--- config.mk ---
export PLATFORM = sky130hd
export DESIGN_NAME = gate_bist_ctrl_flat
export DESIGN_NICKNAME = d
export VERILOG_FILES = /design/src/rtl/gate_bist_ctrl_if.sv /design/src/rtl/gate_bist_ctrl.sv /design/src/flat_wrapper.sv
export SDC_FILE = /design/constraint.sdc
export NUM_CORES = 1
export LEC_CHECK = 0
export BUFFER_PORTS_ARGS = -buffer_cell sky130_fd_sc_hd__buf_2
export CAP_MARGIN = 20
export CORE_ASPECT_RATIO = 1.1
export CORE_UTILIZATION = 35
export CTS_BUF_LIST = sky130_fd_sc_hd__clkbuf_16
export DETAILED_ROUTE_END_ITERATION = 7
export PLACE_DENSITY = 0.67
export REMOVE_ABC_BUFFERS = 1
export SLEW_MARGIN = 30
export SYNTH_ARGS = -nofsm -noshare
export SYNTH_HDL_FRONTEND = slang
export SYNTH_SLANG_ARGS = --single-unit
export TNS_END_PERCENT = 20
--- constraint.sdc ---
create_clock -name clk -period 4.9 [get_ports clk]
set_input_delay 0.98 -clock clk [delete_from_list [all_inputs] [get_ports clk]]
set_output_delay 0.98 -clock clk [all_outputs]
set_load 0.01 [all_outputs]
--- src/rtl/gate_bist_ctrl_if.sv ---
// gate_bist_ctrl_if: control/response bundle between a self-test host and
// gate_bist_ctrl.
//
// Signals:
//   start      host -> ctrl  begin a run (level, sampled only when idle/done)
//   abort      host -> ctrl  stop a running test (WAIT/CAPTURE only)
//   golden_sig host -> ctrl  expected final signature
//   dut_out    host -> ctrl  gate-model outputs, bit0 = first listed output
//   dut_in     ctrl -> host  vector to the gate model, bit0 drives N1
//   busy       ctrl -> host  run in progress
//   done       ctrl -> host  run complete, held until the next start
//   pass       ctrl -> host  final signature matched golden_sig (valid with done)
//   signature  ctrl -> host  current MISR value
//   pat_cnt    ctrl -> host  patterns captured so far
//   state_dbg  ctrl -> host  FSM state for observation
//
// Handshake: there is no ready/valid pair. start acts as a request that is
// accepted on any edge where the controller is idle or done; acceptance is
// seen one cycle later as busy=1. done=1 with busy=0 marks a completed run,
// and pass is only meaningful while done=1. abort is honoured only while
// busy=1.
interface gate_bist_ctrl_if #(
   parameter int IN_W  = 12,
   parameter int OUT_W = 10
);
   logic             start;
   logic             abort;
   logic [15:0]      golden_sig;
   logic [OUT_W-1:0] dut_out;
   logic [IN_W-1:0]  dut_in;
   logic             busy;
   logic             done;
   logic             pass;
   logic [15:0]      signature;
   logic [11:0]      pat_cnt;
   logic [1:0]       state_dbg;

   modport master (
      output start, abort, golden_sig, dut_out,
      input  dut_in, busy, done, pass, signature, pat_cnt, state_dbg
   );

   modport slave (
      input  start, abort, golden_sig, dut_out,
      output dut_in, busy, done, pass, signature, pat_cnt, state_dbg
   );
endinterface

--- src/rtl/gate_bist_ctrl.sv ---
// gate_bist_ctrl: stimulus/response driver for the 12-in / 10-out gate models.
// An LFSR drives pseudo-random vectors onto the model, each vector is held
// for SETTLE cycles, then the model outputs are folded into a 16-bit MISR.
// After PATTERNS captures the signature is compared with golden_sig.
//
// Ports:
//   clk    rising-edge system clock
//   rst_n  asynchronous active-low reset
//   bus    gate_bist_ctrl_if.slave (start/abort/golden_sig/dut_out in,
//          dut_in/busy/done/pass/signature/pat_cnt/state_dbg out)
//
// start is registered: the edge that samples start clears the run state and
// reloads the seed, and the run itself (busy=1) begins on the following edge.
// That keeps done landing PATTERNS*(SETTLE+1)+1 edges after the start edge.
module gate_bist_ctrl #(
   parameter int              IN_W     = 12,
   parameter int              OUT_W    = 10,
   parameter int              PATTERNS = 256,
   parameter int              SETTLE   = 2,
   parameter logic [IN_W-1:0] SEED     = 12'h001
) (
   input  logic              clk,
   input  logic              rst_n,
   gate_bist_ctrl_if.slave   bus
);

   typedef enum logic [1:0] {
      S_IDLE    = 2'd0,
      S_WAIT    = 2'd1,
      S_CAPTURE = 2'd2,
      S_DONE    = 2'd3
   } state_t;

   // An all-zero seed would lock the LFSR, so it is replaced by 1.
   localparam logic [IN_W-1:0] SEED_EFF =
      (SEED == '0) ? {{(IN_W-1){1'b0}}, 1'b1} : SEED;
   localparam logic [11:0] PAT_LAST = 12'(PATTERNS);
   localparam logic [3:0]  SETTLE_W = 4'(SETTLE);

   state_t          state;
   logic            arm;       // start accepted, run begins next edge
   logic [3:0]      wait_cnt;  // WAIT cycles remaining minus one
   logic [IN_W-1:0] lfsr;
   logic [15:0]     signature;
   logic [11:0]     pat_cnt;
   logic            busy;
   logic            done;
   logic            pass;

   logic [IN_W-1:0] lfsr_next;
   logic [15:0]     sig_next;
   logic [15:0]     out_ext;
   logic [11:0]     pat_next;

   // x^12+x^6+x^4+x+1 Fibonacci LFSR; Galois MISR with poly 0x1021.
   always_comb begin
      lfsr_next = {lfsr[IN_W-2:0], lfsr[11] ^ lfsr[5] ^ lfsr[3] ^ lfsr[0]};
      out_ext = '0;
      out_ext[OUT_W-1:0] = bus.dut_out;
      sig_next = {signature[14:0], 1'b0} ^ (signature[15] ? 16'h1021 : 16'h0000)
                 ^ out_ext;
      pat_next = pat_cnt + 12'd1;
   end

   always_ff @(posedge clk or negedge rst_n) begin
      if (!rst_n) begin
         state     <= S_IDLE;
         arm       <= 1'b0;
         wait_cnt  <= 4'd0;
         lfsr      <= SEED_EFF;
         signature <= 16'h0000;
         pat_cnt   <= 12'd0;
         busy      <= 1'b0;
         done      <= 1'b0;
         pass      <= 1'b0;
      end else begin
         case (state)
            S_IDLE, S_DONE: begin
               if (arm) begin
                  arm  <= 1'b0;
                  busy <= 1'b1;
                  if (SETTLE == 0) begin
                     state <= S_CAPTURE;
                  end else begin
                     state    <= S_WAIT;
                     wait_cnt <= SETTLE_W - 4'd1;
                  end
               end else if (bus.start) begin
                  // start has priority over abort here; abort is ignored
                  // outside a run anyway.
                  arm       <= 1'b1;
                  state     <= S_IDLE;
                  lfsr      <= SEED_EFF;
                  signature <= 16'h0000;
                  pat_cnt   <= 12'd0;
                  done      <= 1'b0;
                  pass      <= 1'b0;
               end
            end

            S_WAIT: begin
               if (bus.abort) begin
                  // signature, pat_cnt and dut_in stay frozen for debug
                  state <= S_IDLE;
                  busy  <= 1'b0;
                  done  <= 1'b0;
                  pass  <= 1'b0;
               end else if (wait_cnt == 4'd0) begin
                  state <= S_CAPTURE;
               end else begin
                  wait_cnt <= wait_cnt - 4'd1;
               end
            end

            S_CAPTURE: begin
               if (bus.abort) begin
                  state <= S_IDLE;
                  busy  <= 1'b0;
                  done  <= 1'b0;
                  pass  <= 1'b0;
               end else begin
                  signature <= sig_next;
                  lfsr      <= lfsr_next;
                  pat_cnt   <= pat_next;
                  if (pat_next == PAT_LAST) begin
                     state <= S_DONE;
                     busy  <= 1'b0;
                     done  <= 1'b1;
                     pass  <= (sig_next == bus.golden_sig);
                  end else if (SETTLE == 0) begin
                     state <= S_CAPTURE;
                  end else begin
                     state    <= S_WAIT;
                     wait_cnt <= SETTLE_W - 4'd1;
                  end
               end
            end

            default: state <= S_IDLE;
         endcase
      end
   end

   assign bus.dut_in    = lfsr;
   assign bus.busy      = busy;
   assign bus.done      = done;
   assign bus.pass      = pass;
   assign bus.signature = signature;
   assign bus.pat_cnt   = pat_cnt;
   assign bus.state_dbg = state;

endmodule

--- src/flat_wrapper.sv ---
// flat-port wrapper written by rule: the top's interface ports become plain ports
module gate_bist_ctrl_flat 
#(
   parameter int              IN_W     = 12,
   parameter int              OUT_W    = 10,
   parameter int              PATTERNS = 256,
   parameter int              SETTLE   = 2,
   parameter logic [IN_W-1:0] SEED     = 12'h001
)
  (clk, rst_n, bus_start, bus_abort, bus_golden_sig, bus_dut_out, bus_dut_in, bus_busy, bus_done, bus_pass, bus_signature, bus_pat_cnt, bus_state_dbg);
  gate_bist_ctrl_if #(.IN_W(IN_W), .OUT_W(OUT_W)) bus_i ();
  input  logic clk;
  input  logic rst_n;
  input wire logic [$bits(bus_i.start)-1:0] bus_start;
  input wire logic [$bits(bus_i.abort)-1:0] bus_abort;
  input wire logic [$bits(bus_i.golden_sig)-1:0] bus_golden_sig;
  input wire logic [$bits(bus_i.dut_out)-1:0] bus_dut_out;
  output wire logic [$bits(bus_i.dut_in)-1:0] bus_dut_in;
  output wire logic [$bits(bus_i.busy)-1:0] bus_busy;
  output wire logic [$bits(bus_i.done)-1:0] bus_done;
  output wire logic [$bits(bus_i.pass)-1:0] bus_pass;
  output wire logic [$bits(bus_i.signature)-1:0] bus_signature;
  output wire logic [$bits(bus_i.pat_cnt)-1:0] bus_pat_cnt;
  output wire logic [$bits(bus_i.state_dbg)-1:0] bus_state_dbg;
  assign bus_i.start = bus_start;
  assign bus_i.abort = bus_abort;
  assign bus_i.golden_sig = bus_golden_sig;
  assign bus_i.dut_out = bus_dut_out;
  assign bus_dut_in = bus_i.dut_in;
  assign bus_busy = bus_i.busy;
  assign bus_done = bus_i.done;
  assign bus_pass = bus_i.pass;
  assign bus_signature = bus_i.signature;
  assign bus_pat_cnt = bus_i.pat_cnt;
  assign bus_state_dbg = bus_i.state_dbg;
  gate_bist_ctrl #(.IN_W(IN_W), .OUT_W(OUT_W), .PATTERNS(PATTERNS), .SETTLE(SETTLE), .SEED(SEED)) u_core (.clk(clk), .rst_n(rst_n), .bus(bus_i));
endmodule
# Word-level counts from Yosys, hierarchy flattened
# Cells that the tools add are included.
[totals]
regBits = 50
output_inout_bits = 45
input_bits = 30
wordCells = 82
[classes]
eq_ne = 16
muxes = 41
n_addsub = 2
reduce_logical = 9
bitwise = 5
[op_table]
columns = ["operator", "n"]
rows = [
  ["$mux W12", 6],
  ["$mux W16", 3],
  ["$pmux W12 S2", 2],
  ["$pmux W16 S2", 1],
  ["$mux W4", 5],
  ["$eq A16 B16 Y1", 1],
  ["$xor A16 B10 Y16", 1],
  ["$xor A16 B16 Y16", 1],
  ["$ne A2 B2 Y1 const B", 7],
  ["$mux W13", 1],
  ["$add A12 B1 Y12 const B", 1],
  ["$eq A12 B9 Y1 const B", 1],
  ["$mux W1", 12],
  ["$mux W2", 6],
  ["$pmux W4 S3", 1],
  ["$ne A3 B2 Y1 const B", 3],
  ["$pmux W1 S3", 3],
  ["$reduce_and A4 Y1", 2],
  ["$pmux W2 S3", 1],
  ["$reduce_and A5 Y1", 1],
  ["$eq A2 B2 Y1 const B", 2],
  ["$logic_not A4 Y1", 1],
  ["$sub A4 B1 Y4 const B", 1],
  ["$reduce_and A3 Y1", 1],
  ["7 further kinds", 9],
]

# Depth between registers and ports, before layout
[logic_depth]
ltp_word = 7
ltp_mapped = 9
mapped_depth_nobuf = 7

# Worst setup path before layout
# Ideal clock, no wire load.
[synth_path]
path_type = "reg2reg"
from = "register u_core.pat_cnt[0], in the netlist u_core.bus.pat_cnt[0]"
to = "register u_core.wait_cnt[0]"
stages_incl_launch_ff = 8
setup_ps = 125
required_time_ps = 4775
synth_period_minus_slack_ps = 2364
n_path_buf = 0
slack_ps = 2536
t_arrival_ps = 2239
path_cell_list = "dfrtp_1 -> ha_1 -> nand2_2 -> nor4_4 -> nand3_2 -> a2111oi_4 -> a21oi_2 -> mux2_4"
[synth_between]
elab_chain_cells = 4
[synth_rtl]
columns = ["item", "line", "source"]
rows = [
  ["from (decl)", "gate_bist_ctrl.sv:45", "logic [11:0] pat_cnt;"],
  ["from (signal assigned)", "gate_bist_ctrl.sv:124", "pat_cnt <= pat_next;"],
  ["$add A12 B1 Y12", "gate_bist_ctrl.sv:62", "pat_next = pat_cnt + 12'd1;"],
  ["$eq A12 B9 Y1", "gate_bist_ctrl.sv:125", "if (pat_next == PAT_LAST) begin"],
  ["$ne A2 B2 Y1 (no source line)", "n/a", ""],
  ["$reduce_and A5 Y1 (no source line)", "n/a", ""],
  ["to (signal assigned)", "gate_bist_ctrl.sv:86", "wait_cnt <= SETTLE_W - 4'd1;"],
  ["to (signal assigned)", "gate_bist_ctrl.sv:111", "wait_cnt <= wait_cnt - 4'd1;"],
  ["to (signal assigned)", "gate_bist_ctrl.sv:134", "wait_cnt <= SETTLE_W - 4'd1;"],
  ["to (decl)", "gate_bist_ctrl.sv:42", "logic [3:0] wait_cnt;"],
]
# No other way between the ends.
# A chain may end at the register's enable or synchronous reset.

# Final worst setup path
# Same ends and word-level chain as after synthesis.

==> impl_metrics.toml <==
[setup_path]
startpoint = "u_core.bus.pat_cnt[0]"
start_kind = "register"
worst-path-buf-inv = 0
rrSetupSlack_ns = 2.40
reg2reg_from = "u_core.bus.pat_cnt[0]"
path_cells = "ha_1 > nand2_2 > nor4_4 > nand3_2 > a2111oi_4 > a21oi_2 > mux2_4"
slowest_stage = "a2111oi_4"
worst_ep_arrival_time_ns = 2.68
criticalPathCategory = "reg -> reg"
critPathMaxFanout = 9
crit_path_end_kind = "register"
cp_top_family = "compound AO/OA/AOI/OAI gates"
slowest_delay_ns = 0.62
crit_required_ns = 5.07

[sta]
fin_crit_sh_pct = 51.1
tns_ns = 0
max_slew.worst_pin.slew_ns = 0.744
rsz0062_at_grt = "false"
fin_worst_skew_ns = 0.00543
hold_viol = 0
period_needed_ns = 2.50
maxSlewHeadroom_pct = 50.4
drv_slew = 0
setup_viol_count_final = 0
fmax_mhz = 399

[logic_synthesis]
yosysMostFrequentCell = "dfrtp_1"
syn_area_per_cell_sq_um = 10.2
yosys.area_share.xor_xnor_pct = 11.0
synth_commonest_cells = "dfrtp_1 (49), a22o_1 (26), o21ai_0 (23)"
synth_edf_count = 0
async_reset_ff_share_pct = 100
ys_types = 50
ys_warn_count = 0
synth_top_area_cell = "dfrtp_1"
synth.ff_latch_count = 50
synth_ff_type = "dfrtp_1"
synthCells = 273
synth-seq-area-share_pct = 44.8
netlist_area_sq_mm = 0.00280
synth_top_family_by_area = "compound AO/OA/AOI/OAI gates"
synth_fa_ha_area_share_pct = 2.68
synthTopCellsByArea = "dfrtp_1 (44%), a22o_1 (8.1%), xor2_1 (5.6%), xnor2_1 (5.3%), o21ai_0 (4.1%)"
yosysTopAreaCellShare_pct = 43.8
synth_compound_area_share_pct = 20.7
synthMuxAreaShare_pct = 2.01
yosys.area_share.simple_pct = 14.8

[floorplan]
core_sq_mm = 0.00760
initial_utilization_pct = 36.8
num_rows = 33
die_y_microns = 95.8
pin_count = 75
die_x_microns = 87.2
dieArea_sq_mm = 0.00836

[drt]
wirelength_microns = 6240
viasPerCell = 5.07
vias = 2259
ant_nets = 0
wl_per_cell_microns = 14.0
drt_iter0_drc = 119
first_pass_iters = 4
drc_errors = 0

[clock_network]
clockBufferDepth = 2
cts_hold_buffers = 0
post_cts_resize_count = 0
clock-sinks = 50
clkLatencyLatePin_ns = 0.29
h-tree-depth = 2
cts_inserted_buffers = 5
root_buffer = "clkbuf_16"
cts_tree = "built"
cts_setup_buffers = 0
path_clk_slew_ns = 0.07

[global_route]
grt_pass1_wl_microns = 10300
antenna_found_initial = 0
grt_max_degree = 51
grt_pass1_vias = 2153
gr-usage-all-layers_pct = 15.7
overflow = 0

[cells_and_area]
stdcell_count = 446
nets = 376
fill_cells = 770
synthToLayoutAreaGrowth_pct = 21.2
design_area_sq_mm = 0.00339
multi_input_area_sq_mm = 0.00144
n_antenna_cell = 0
layout-drive-gt1-share_pct = 29.6
regArea_sq_mm = 0.00125

[placed_design]
place_area_sq_mm = 0.00324
port_buffers = 74
routabilityCongestion = 0.760
dp_hpwl_microns = 4490
dp_cells = 438

[job]
max_cap_viol_count = 0

[power_and_ir_drop]
leakage_nw = 1.67
powerDensity_mw_per_mm2 = 336
ir_worst_vdd_v = 0.000179

[outcome]
status = "completed"

[min_path]
hold_path_class = "reg -> reg"
hold_start = "u_core.bus.pass"
final timing paths:
| check | to | depth (start not counted) |
|---|---|---|
| min | u_core.bus.pass | 1 |
| min reg2reg | u_core.bus.pass | 1 |
| max in group asynchronous | u_core.bus.dut_in[11] | 2 |
| min in group asynchronous | u_core.bus.pat_cnt[5] | 2 |
| max reg2reg | u_core.wait_cnt[0] | 7 |
| max | u_core.wait_cnt[0] | 7 |
per-stage QoR:
stage	worst slack (ns)	hold WS [ns]	utilization [%]	total power, mW
detailed placement	2.40	0.475	42.7	0.799
CTS	2.40	0.499	44.6	1.15
global route	2.26	0.529	44.6	1.21
global placement	2.42	0.487	42.7	0.790
finish	2.40	0.491	44.6	1.14
floorplan	1.41	0.496	-	0.688
metal layers:
metal / vias to the layer above / routed length [microns] / track usage, %
met3: 8 / 292 / 3.00
met1: 1069 / 2950 / 21.2
met5: - / 0 / 0
li1: 1117 / - / -
met4: 0 / 89 / 4.51
met2: 65 / 2900 / 25.8
layout by cell type, fill, tap and decap left out, types with 2 or more instances in the layout:
cell type and n:
mux2i_1 3, o22ai_1 4, nor2b_1 3, a22o_1 26, o21ai_0 22, buf_4 3
nor3_1 8, nand2_1 22, xor2_1 18, and2_1 3, a2111oi_4 2, nor2_1 13
ha_1 6, clkbuf_16 5, dfrtp_1 49, and3_1 2, xnor2_1 17, inv_1 8
nand2b_1 4, nand3_1 4, buf_2 74, a21oi_1 6, nand4_1 4, nor4_1 2
o21ai_1 2, nand3b_1 2
cells by family (layout without fill, tap and decap cells):
family                     Yosys count  after routing
AOI/OAI and AO/OA                   76             76
xor gates and xnor gates            35             35
adders and majority gates            6              6
buffers and inverters               25             93
DFF                                 50             50
muxes                                5              5
and+or+nand+nor                     76             76
layout make-up:
type                       count  share of cell area, %
inverter                       8                  0.885
clock buffer                   5                   3.69
multi-input combinational    198                   42.3
tap                          105                   3.87
timing repair buffer          77                   11.6
sequential                    50                   36.9
clock inverter                 3                  0.738
state kept, by name (all words and copies together) (netlist names):
| register | flops |
|---|---|
| u_core.wait_cnt | 4 |
| u_core.bus.pass | 1 |
| u_core.bus.dut_in | 12 |
| u_core.arm | 1 |
| u_core.bus.done | 1 |
| u_core.bus.state_dbg | 2 |
| u_core.bus.signature | 16 |
| u_core.bus.busy | 1 |
| u_core.bus.pat_cnt | 12 |
report_power, final:
part           switching (mW)  leakage, nW  internal, mW
clock                   0.157       0.0704         0.192
sequential             0.0208        0.686         0.437
combinational           0.208        0.918         0.126
total                   0.385         1.67         0.755
Power figures use the tool's default switching activity.
